[src/rtl/fetch_unit.sv]
// fetch_unit: instruction fetch stage in front of the unified 256x16 memory.
// It owns the PC, sequences READ/PUSH on the instruction side of the memory,
// yields the memory to the data stage, and queues fetched words for decode.
// Build macro FETCH_QUEUE_EN: 2-entry fetch queue with back-to-back fetches;
// when undefined, a single holding register is used.
module fetch_unit #(
    parameter logic [15:0] RESET_PC = 16'h0000
) (
    input  logic        clk,
    input  logic        rst_n,
    output logic        i_read,
    output logic        i_push,
    output logic [15:0] i_addr,
    input  logic [15:0] d_bus,
    input  logic        dmem_req,
    output logic        dmem_gnt,
    input  logic        redirect,
    input  logic [15:0] redirect_pc,
    output logic [15:0] instr,
    output logic [15:0] instr_pc,
    output logic        instr_valid,
    input  logic        instr_ready
);

    localparam int unsigned AW = 16;
    localparam int unsigned DW = 16;
`ifdef FETCH_QUEUE_EN
    localparam int unsigned DEPTH = 2;
`else
    localparam int unsigned DEPTH = 1;
`endif
    localparam int unsigned OCC_W = 2;

    typedef enum logic [1:0] {
        IDLE = 2'd0,
        READ = 2'd1,
        PUSH = 2'd2
    } state_t;

    typedef struct packed {
        logic [AW-1:0] pc;
        logic [DW-1:0] word;
    } q_entry_t;

    state_t           state;
    logic [AW-1:0]    pc;
    logic [OCC_W-1:0] occ;
    logic [OCC_W-1:0] next_occ;
    logic             pop;
    logic             cap;
    logic             room;

    // Queue bookkeeping shared by the FSM and the queue storage
    assign pop      = instr_valid & instr_ready;
    assign cap      = (state == PUSH) & ~redirect;
    assign next_occ = occ + OCC_W'(cap) - OCC_W'(pop);
    assign room     = (next_occ < OCC_W'(DEPTH));

    assign i_addr   = pc;
    assign dmem_gnt = dmem_req & (state == IDLE);

    // Fetch sequencer and PC; i_read/i_push are registered copies of the next state
    always_ff @(posedge clk) begin
        if (!rst_n) begin
            state  <= IDLE;
            i_read <= 1'b0;
            i_push <= 1'b0;
            pc     <= RESET_PC;
        end else if (redirect) begin
            state  <= IDLE;
            i_read <= 1'b0;
            i_push <= 1'b0;
            pc     <= redirect_pc;
        end else begin
            case (state)
                IDLE: begin
                    if (!dmem_req && room) begin
                        state  <= READ;
                        i_read <= 1'b1;
                        i_push <= 1'b0;
                    end else begin
                        state  <= IDLE;
                        i_read <= 1'b0;
                        i_push <= 1'b0;
                    end
                end
                READ: begin
                    state  <= PUSH;
                    i_read <= 1'b0;
                    i_push <= 1'b1;
                end
                PUSH: begin
                    pc <= pc + AW'(1);
                    if (!dmem_req && room) begin
                        state  <= READ;
                        i_read <= 1'b1;
                        i_push <= 1'b0;
                    end else begin
                        state  <= IDLE;
                        i_read <= 1'b0;
                        i_push <= 1'b0;
                    end
                end
                default: begin
                    state  <= IDLE;
                    i_read <= 1'b0;
                    i_push <= 1'b0;
                end
            endcase
        end
    end

`ifdef FETCH_QUEUE_EN
    q_entry_t q_mem [DEPTH];
    logic     head;
    logic     tail;

    // Two-entry FIFO: write at tail on capture, advance head on decode accept
    always_ff @(posedge clk) begin
        if (!rst_n) begin
            q_mem[0]    <= '0;
            q_mem[1]    <= '0;
            head        <= 1'b0;
            tail        <= 1'b0;
            occ         <= '0;
            instr_valid <= 1'b0;
        end else if (redirect) begin
            head        <= 1'b0;
            tail        <= 1'b0;
            occ         <= '0;
            instr_valid <= 1'b0;
        end else begin
            if (cap) begin
                q_mem[tail].pc   <= pc;
                q_mem[tail].word <= d_bus;
                tail             <= ~tail;
            end
            if (pop) begin
                head <= ~head;
            end
            occ         <= next_occ;
            instr_valid <= (next_occ != '0);
        end
    end

    assign instr    = q_mem[head].word;
    assign instr_pc = q_mem[head].pc;
`else
    q_entry_t q_head;

    // Single holding register: loaded on capture, emptied by decode accept
    always_ff @(posedge clk) begin
        if (!rst_n) begin
            q_head      <= '0;
            occ         <= '0;
            instr_valid <= 1'b0;
        end else if (redirect) begin
            occ         <= '0;
            instr_valid <= 1'b0;
        end else begin
            if (cap) begin
                q_head.pc   <= pc;
                q_head.word <= d_bus;
            end
            occ         <= next_occ;
            instr_valid <= (next_occ != '0);
        end
    end

    assign instr    = q_head.word;
    assign instr_pc = q_head.pc;
`endif

endmodule

[config.mk]
export PLATFORM = sky130hd
export DESIGN_NAME = fetch_unit
export DESIGN_NICKNAME = d
export VERILOG_FILES = /design/src/rtl/fetch_unit.sv
export SDC_FILE = /design/constraint.sdc
export NUM_CORES = 1
export LEC_CHECK = 0
export ABC_CLOCK_PERIOD_IN_PS = 3500
export CORE_MARGIN = 8
export CORE_UTILIZATION = 47
export DETAILED_ROUTE_END_ITERATION = 10
export PLACE_DENSITY_LB_ADDON = 0.3
export SYNTH_ARGS = -nofsm -noshare
export SYNTH_HDL_FRONTEND = slang
export SYNTH_SLANG_ARGS = --single-unit
[constraint.sdc]
create_clock -name clk -period 3.5 [get_ports clk]
set_input_delay 0.525 -clock clk [delete_from_list [all_inputs] [get_ports clk]]
set_output_delay 0.525 -clock clk [all_outputs]
set_load 0.01 [all_outputs]
==> impl_metrics.ini <==
[die]
fp.dieArea_um2 = 7344
core_um2 = 4692
start_util_pct = 48.67
die_w_um = 85.70
placementRows = 25
io-pin-count = 89
die_h_um = 85.70

[placed_design]
place_hpwl_mm = 4.390
gp_congestion = 0.7207
portBuffers = 88
post-place-ws_ns = 0.7804

[route]
drc = 0
routed_wl_mm = 5.873
drt_first_pass_iters = 4
wl_met3_um = 293
drtIter0Drc = 76
vias = 2077
drt-wirelength-per-cell_um = 14.65
met1Wirelength_mm = 2.447
drtAntennaViolNets = 0
highest_layer = met4
via_per_inst = 5.180
route.met2.wl_mm = 3.040

[clock_tree]
cts_root_buf = clkbuf_8
ctsResizeCount = 0
post-cts-setup-buffer-count = 0
cts_tree = done
postCtsHoldBufs = 0
h-tree-depth = 2
clk_pin_slew_worst_paths_ns = 0.09
cts_inserted_buffers = 5
clockBufferDepth = 2
clock-sinks = 54
clkLatencyLatePin_ns = 0.30

[synthesis]
synth_area_leaders = dfxtp_1 47%, nand2_1 12%, a21boi_0 9.2%
synth_top_area_share_pct = 47.34
yosysSeqAreaShare_pct = 47.34
yosysTopAreaCell = dfxtp_1
ys_warn_count = 0
syn_nets = 304
syn_area_um2 = 2283
ys_ff_latch = 54
avgSynthCellArea_um2 = 8.649
yosysUniqueCellTypes = 36
syn_inst = 264

[power_and_ir_drop]
total_power_w = 0.001111
ir_drop_v = 0.0002526
power_density_nw_per_um2 = 340.0
p_leak_nw = 1.155

[worst_hold_path]
worstHoldStart = instr_pc[2]$_SDFFE_PN0P_
worstHoldPathType = register to register

[setup_path]
critical_path_class = input pin to register
reg2reg_setup_slack_ns = 1.19
arrival_ns = 2.57
endpoint_kind = register
cp_max_fo = 7
endpoint = instr_valid$_SDFF_PP0_
cp_data_required_time_ns = 3.68
worst_r2r_path_depth = 10
start_kind = input pin
startpoint = redirect
r2r-start = i_push$_SDFF_PP0_
timing.rr.end = instr_valid$_SDFF_PP0_

[global_route]
grt_pass1_vias = 2013
grt_pass1_wl_mm = 9.804
grt_max_degree = 33
grt_use_total_pct = 16.55
grt_overflow = 0
grt_antenna_before_repair = 0

[timing]
fin_crit_ns = 2.388
post-route-period-util_pct = 68.23
skew_ns = 0.009426
worst_pin_slew_ns = 0.8033
clock.fmax_mhz = 418.8
setup_tns_ns = 0
fin_ws_ns = 1.112
hold_violations = 0
slew_viol_final = 0
holdWs_ns = 0.4598
maxSlewHeadroom_pct = 46.28
rsz0062_at_grt = false
setup_violations = 0

[status]
status = finished clean

[cells_and_area]
layout.nets = 387
layout-drive-gt1-share_pct = 3.746
seq_area_um2 = 1081
areaGrowthSynthToFinish_pct = 43.12
multi_input_area_um2 = 1110
fin_util_pct = 69.65
nFillCells = 383
diodes = 0

[run]
maxCapViolations = 0
[per-layer routing]
metal	global-route usage, %	up-vias
li1	-	1055
met1	18.08	971
met2	29.90	43
met3	4.489	8
met4	5.732	0
met5	0	-
[synth_stat cells (all sizes together)]
library cell	count
a211oi	1
a21boi	32
a21oi	9
a31oi	1
and2	5
and3b	1
and4	1
and4b	1
buf	8
clkbuf	8
dfxtp	54
ha	3
inv	6
mux2i	1
nand2	70
nand2b	2
nand3	4
nand4	7
nand4b	1
nor2	2
nor2b	2
nor3	2
nor3b	3
nor4	2
o211a	4
o21ai	12
o311a	1
o31a	1
or2	1
or3	4
or4b	1
xnor2	8
xor2	6
[through the flow]
step | area, um^2 | std cells
2_1_floorplan | 2283 | 264
3_3_place_gp | 3192 | 394
3_5_place_dp | 3192 | 394
4_1_cts | 3268 | 401
5_1_grt | 3268 | 401
6_report | 3268 | 401
[area by class of cell]
type                            count  area share, %
Sequential cell                    54          33.08
Multi-Input combinational cell    188          33.96
Tap cell                           54          2.067
Timing Repair Buffer               92          27.87
Clock buffer                        7          2.335
Inverter                            6         0.6891
[sequential cells by signal, summed over array words and instances (netlist names)]
signal and flops:
instr_pc 16, i_push 1, i_addr 16, state 1, occ 2, i_read 1, instr_valid 1, instr 16
[layout by cell type, fill, tap and decap left out]
master	count
and4b_1	1
and3b_1	1
nor3b_1	3
mux2i_1	1
nand2b_1	2
and2_2	1
nor3_1	2
nand4b_1	1
xnor2_1	8
xor2_1	6
or4b_1	1
clkbuf_1	2
dfxtp_1	54
clkdlybuf4s50_1	88
inv_1	6
clkbuf_8	5
nor2b_1	2
nor4_1	2
o211a_1	4
a31oi_1	1
and4_1	1
a21boi_1	4
a21boi_0	28
ha_1	3
or2_2	1
o21ai_0	12
a21oi_1	9
buf_4	4
o311a_1	1
nand2_1	70
nand4_2	1
o31a_2	1
a211oi_1	1
or3_1	4
nand3_1	4
nand4_1	6
nor2_1	2
and2_1	4
[worst max-delay path, cell delays in order]
cell and delay [ns]:
clkdlybuf4s50_1 0.53, inv_1 0.12, and2_1 0.14, inv_1 0.06, ha_1 0.27, inv_1 0.04
ha_1 0.18, xnor2_1 0.18, xnor2_1 0.12, and2_1 0.15, or2_2 0.26
[worst min path at each step]
stage | endpoint | slack [ns] | cells after the start
6_report | instr_pc[2]$_SDFFE_PN0P_ | 0.46 | 2
5_1_grt | instr_pc[2]$_SDFFE_PN0P_ | 0.48 | 2
4_1_cts | instr_pc[2]$_SDFFE_PN0P_ | 0.46 | 2
3_5_place_dp | instr_pc[2]$_SDFFE_PN0P_ | 0.45 | 2
3_3_place_gp | instr_pc[2]$_SDFFE_PN0P_ | 0.44 | 2
2_1_floorplan | instr_pc[2]$_SDFFE_PN0P_ | 0.48 | 2
[report_power, final]
group / switching [W] / internal, W
sequential: 0.0000223 / 0.000630
clock: 0.000185 / 0.000138
combinational: 0.0000496 / 0.0000862
[cell families (layout without fill, tap and decap cells)]
group | count (synthesis) | count (layout) | synth area share (%)
xor gates and xnor gates | 14 | 14 | 5.370
muxes | 1 | 1 | 0.4384
adders and majority gates | 3 | 3 | 1.644
DFF | 54 | 54 | 47.34
and+or+nand+nor | 109 | 109 | 22.79
AOI/OAI and AO/OA | 61 | 61 | 18.36
buffers and inverters | 22 | 105 | 4.055
Note: power is estimated with default switching activity, not from simulation.
